===== src/rtl/rs_latch_ctrl.sv =====
// rs_latch_ctrl: debounced button front-end that drives the
// active-low s/r pins of a NAND RS latch without ever hitting s=r=0.
`timescale 1ns/1ps
module rs_latch_ctrl #(
  parameter int DEB_CYC = 4,
  parameter int PULSE_W = 3,
  parameter int GAP_W   = 1
) (
  input  logic clk,
  input  logic rst_n,
  input  logic btn_set,
  input  logic btn_rst,
  output logic s,
  output logic r,
  output logic busy,
  output logic q_exp,
  output logic conflict
);

  typedef enum logic [1:0] {
    IDLE,
    SET_P,
    RST_P,
    GAP
  } state_t;

  localparam logic [7:0] DEB_LIM = 8'(DEB_CYC - 1);
  localparam logic [3:0] PW      = 4'(PULSE_W);
  localparam logic [3:0] GW      = 4'(GAP_W);

  // Channel index 0 is set, 1 is reset.
  logic [1:0]      btn;
  logic [1:0]      sync1_q, sync2_q;
  logic [1:0]      deb_q, deb_d, debp_q;
  logic [1:0][7:0] cnt_q, cnt_d;
  logic [1:0]      rise, req, go, kept;
  logic [1:0]      pend_q, pend_d;
  logic            old_set_q, old_set_d;
  logic            both;
  state_t          state_q;
  logic [3:0]      wcnt_q;
  logic            s_q, r_q, busy_q, q_exp_q, conflict_q;

  assign btn = {btn_rst, btn_set};

  // Two-flop synchronizer per button.
  always_ff @(posedge clk or negedge rst_n) begin
    if (!rst_n) begin
      sync1_q <= '0;
      sync2_q <= '0;
    end else begin
      sync1_q <= btn;
      sync2_q <= sync1_q;
    end
  end

  // Debounce: level flips after DEB_CYC consecutive differing cycles.
  always_comb begin
    deb_d = deb_q;
    cnt_d = '0;
    for (int i = 0; i < 2; i++) begin
      if (sync2_q[i] != deb_q[i]) begin
        if (cnt_q[i] == DEB_LIM) begin
          deb_d[i] = ~deb_q[i];
        end else begin
          cnt_d[i] = cnt_q[i] + 8'd1;
        end
      end
    end
  end

  // Debounced level, its previous value and the run counters.
  always_ff @(posedge clk or negedge rst_n) begin
    if (!rst_n) begin
      deb_q  <= '0;
      debp_q <= '0;
      cnt_q  <= '0;
    end else begin
      deb_q  <= deb_d;
      debp_q <= deb_q;
      cnt_q  <= cnt_d;
    end
  end

  // Request capture, conflict filtering and arbitration by age.
  always_comb begin
    rise = deb_q & ~debp_q;
    both = &rise;
    req  = both ? 2'b00 : rise;
    go   = 2'b00;
    if (state_q == IDLE) begin
      go[0] = pend_q[0] & (~pend_q[1] | old_set_q);
      go[1] = pend_q[1] & (~pend_q[0] | ~old_set_q);
    end
    kept      = pend_q & ~go;
    pend_d    = (pend_q | req) & ~go;
    old_set_d = old_set_q;
    if (req[0] && !kept[1]) old_set_d = 1'b1;
    if (req[1] && !kept[0]) old_set_d = 1'b0;
  end

  // Pulse FSM with registered latch drives and status.
  always_ff @(posedge clk or negedge rst_n) begin
    if (!rst_n) begin
      state_q    <= IDLE;
      wcnt_q     <= '0;
      pend_q     <= '0;
      old_set_q  <= 1'b0;
      s_q        <= 1'b1;
      r_q        <= 1'b1;
      busy_q     <= 1'b0;
      q_exp_q    <= 1'b0;
      conflict_q <= 1'b0;
    end else begin
      pend_q     <= pend_d;
      old_set_q  <= old_set_d;
      conflict_q <= both;
      unique case (state_q)
        IDLE: begin
          if (go[0]) begin
            state_q <= SET_P;
            wcnt_q  <= PW;
            s_q     <= 1'b0;
            busy_q  <= 1'b1;
          end else if (go[1]) begin
            state_q <= RST_P;
            wcnt_q  <= PW;
            r_q     <= 1'b0;
            busy_q  <= 1'b1;
          end
        end
        SET_P: begin
          if (wcnt_q == 4'd1) begin
            state_q <= GAP;
            wcnt_q  <= GW;
            s_q     <= 1'b1;
            q_exp_q <= 1'b1;
          end else begin
            wcnt_q <= wcnt_q - 4'd1;
          end
        end
        RST_P: begin
          if (wcnt_q == 4'd1) begin
            state_q <= GAP;
            wcnt_q  <= GW;
            r_q     <= 1'b1;
            q_exp_q <= 1'b0;
          end else begin
            wcnt_q <= wcnt_q - 4'd1;
          end
        end
        GAP: begin
          if (wcnt_q == 4'd1) begin
            state_q <= IDLE;
            busy_q  <= 1'b0;
          end else begin
            wcnt_q <= wcnt_q - 4'd1;
          end
        end
        default: state_q <= IDLE;
      endcase
    end
  end

  assign s        = s_q;
  assign r        = r_q;
  assign busy     = busy_q;
  assign q_exp    = q_exp_q;
  assign conflict = conflict_q;

endmodule


===== config.mk =====
export PLATFORM = sky130hd
export DESIGN_NAME = rs_latch_ctrl
export DESIGN_NICKNAME = d
export VERILOG_FILES = /design/src/rtl/rs_latch_ctrl.sv
export SDC_FILE = /design/constraint.sdc
export NUM_CORES = 1
export LEC_CHECK = 0
export CAP_MARGIN = 20
export CORE_MARGIN = 8
export CORE_UTILIZATION = 50
export CTS_BUF_LIST = sky130_fd_sc_hd__clkbuf_8
export CTS_CLUSTER_SIZE = 20
export DETAILED_ROUTE_END_ITERATION = 10
export GPL_TIMING_DRIVEN = 0
export HOLD_SLACK_MARGIN = 0.12
export PLACE_DENSITY = 0.71
export SYNTH_ARGS = -nofsm -noshare
export SYNTH_HDL_FRONTEND = slang
export SYNTH_SLANG_ARGS = --single-unit

===== constraint.sdc =====
create_clock -name clk -period 1.75 [get_ports clk]
set_input_delay 0.35 -clock clk [delete_from_list [all_inputs] [get_ports clk]]
set_output_delay 0.35 -clock clk [all_outputs]
set_load 0.02 [all_outputs]

==> metrics.txt <==
TritonRoute pass-1 iters 4; # placed instances 227; clk_lat worst skew a little under 0.3 ns; # diodes 0; Avg Synthesized Cell Area about 11 um^2; worst slack at placement -0.120 ns; fmax 582 MHz; crit path time final about 1.7 ns; Worst Tran Pin Value 0.835 ns; Post-synth EDFFs 0; Max-Slew Margin vs Limit between 40% and 50%; Distinct cells, synth 47; Routed Antenna Nets 0; Initial DRC Count 130; Final Hold Vio Count 0; IR drop worst, VDD 0.000777 V; fin crit share 98.2%; chip height 76.8 um; largest cells by area after synthesis dfrtp_1, ha_1, a21oi_1, o21ai_0, dfstp_2; CP Max Fanout 3; initial antenna violation count 0; first-pass GRT wire length 6.12 mm; TritonCTS clock tree built; vias in the first global route 1402; count of final setup violators 0; Synth Area in Simple Gates 15.7%; final setup margin 0.0309 ns; Overflow after GRT 0; crit start category flop; Final Non-Filler Cells 236; largest net degree at the start of global routing 39; worst path required time between 1.5 and 2 ns; main flop type after synthesis dfrtp_1; adder-cell share of the synthesized area under 10%; final core utilization 58.4%; pwr dens 1660 nW/um^2; Synth Area in XOR/XNOR 3.80%; cell count after synthesis 171; row count 22; R2R Setup Slk 0.03 ns; GRT Util Overall 12.7%; CTS buffer count 5; sequential fraction of the synthesis area 51.7%; layout cells sized above 1 14.4%; Die X 76.8 um; gpl congestion 0.802; worst hold path class input pin to asynchronous set/reset pin; critical path class flop to flop; synthesis-to-finish area growth 14.0%; initial core utilization 51.2%; design area 2100 um^2; clk sinks 38; CTS max path bufs 2; Final Skew 0.00457 ns; Worst EP arrival 1.89 ns; post-synthesis mux area share 1.83%; H-tree levels 2; Core Area 3610 um^2; Fin Hold WS ~0.15 ns; syn_nets roughly 180; Vias/cell between 5 and 6; total power 3.48 mW; count of final max-slew check failures 0; post-DR wirelength/cell 14.6 um; HPWL after detailed placement 2.38 mm; synth warn 0; largest family of logic cells by synthesized area compound AO/OA/AOI/OAI gates; number of synthesized register bits 38; fill count 309; Buffers on Ports 8; Async S/R FF share, synth between 90% and 100%; Leak 0.930 nW; Hold-fix buffers, CTS 0; status finished, final reports clean; most frequent cells after synthesis dfrtp_1, a21oi_1, inv_1; Final nets 201; area share of the largest cell type after synthesis about half; vias 1325; # DRC 0; synthesized area 1850 um^2; count leader, synth dfrtp_1; max cap viols 0; crit end category flop; Setup TNS 0 ns; final wirelength 3.45 mm; CTS Root Cell clkbuf_8; die area between 5000 and 6000 um^2; post-synth top area cell dfrtp_1; Compound-Gate Fraction of Synth Area 18.2%; clock-pin slew on the worst setup and hold paths 0.07 ns; IO Pins 9; Cell Area, Placed 1980 um^2
==> power breakdown <==
part	total, mW	internal [mW]	switching, mW
Sequential	1.38	1.13	0.246
Clock	0.573	0.267	0.305
Combinational	1.53	0.729	0.805
==> per-layer routing <==
metal	global-route usage, %	routed length (um)	up-vias
met2	22.8	1760	13
li1	-	-	644
met1	13.2	1500	660
met5	0	0	-
met3	3.61	111	8
met4	5.96	71	0
==> flip-flops by register name, indices dropped and copies added (netlist names), 2 cells and up <==
signal   cells
cnt_q       16
wcnt_q       4
deb_q        2
debp_q       2
pend_q       2
state_q      2
sync1_q      2
sync2_q      2
==> path summary, 6_finish.rpt <==
| kind | cells past startpoint | startpoint | end |
|---|---|---|---|
| worst max-delay path | 5 | wcnt_q[1] | state_q[0] |
| worst min-delay path | 1 | rst_n | wcnt_q[3] |
| worst max register to register | 5 | wcnt_q[1] | state_q[0] |
| worst min register to register | 0 | sync1_q[0] | sync2_q[0] |
| max in group asynchronous | 1 | rst_n | conflict |
| min in group clk | 0 | sync1_q[0] | sync2_q[0] |
==> repair_timing <==
action                     in CTS  in global routing
gates resized for setup         7                  2
cloned                          0                  0
pin swaps                       1                  0
setup endpoints to repair       4                  2
buffers inserted                0                  2
hold endpoints to repair        0                  0
==> cell type report <==
type / instances / area (um^2) / area share, %
plain buffers: 1 / 5.00 / 0.238
clock buffers: 5 / 68.8 / 3.27
clock inverters: 2 / 10.0 / 0.476
inverters: 12 / 45.0 / 2.14
multi-input cells: 120 / 875 / 41.6
flip-flops and latches: 38 / 953 / 45.3
well taps: 48 / 60.1 / 2.85
repair buffers: 10 / 87.6 / 4.16
==> placed cells by master (no fill, tap or decap), types with 6 or more instances in the layout <==
| cell type | netlist | routed |
|---|---|---|
| dfrtp_1 | 36 | 36 |
| ha_1 | 9 | 8 |
| a21oi_1 | 15 | 14 |
| nor2_1 | 10 | 10 |
| or3_1 | 6 | 6 |
| nand3_1 | 7 | 7 |
| inv_1 | 12 | 10 |
| o21ai_0 | 11 | 11 |
==> cell families after synthesis <==
kind of cell    after synthesis
fa+ha+maj                     9
flops                        38
compound gates               51
xor+xnor                      8
simple gates                 49
buf+inv                      13
mux                           3
==> worst max-delay path, stage by stage (launching register included) <==
cell and delay [ns]:
dfrtp_1 0.41, inv_1 0.09, ha_1 0.16, or3b_4 0.41
a21oi_4 0.18, mux2_1 0.34
Note: power is estimated with default switching activity, not from simulation.
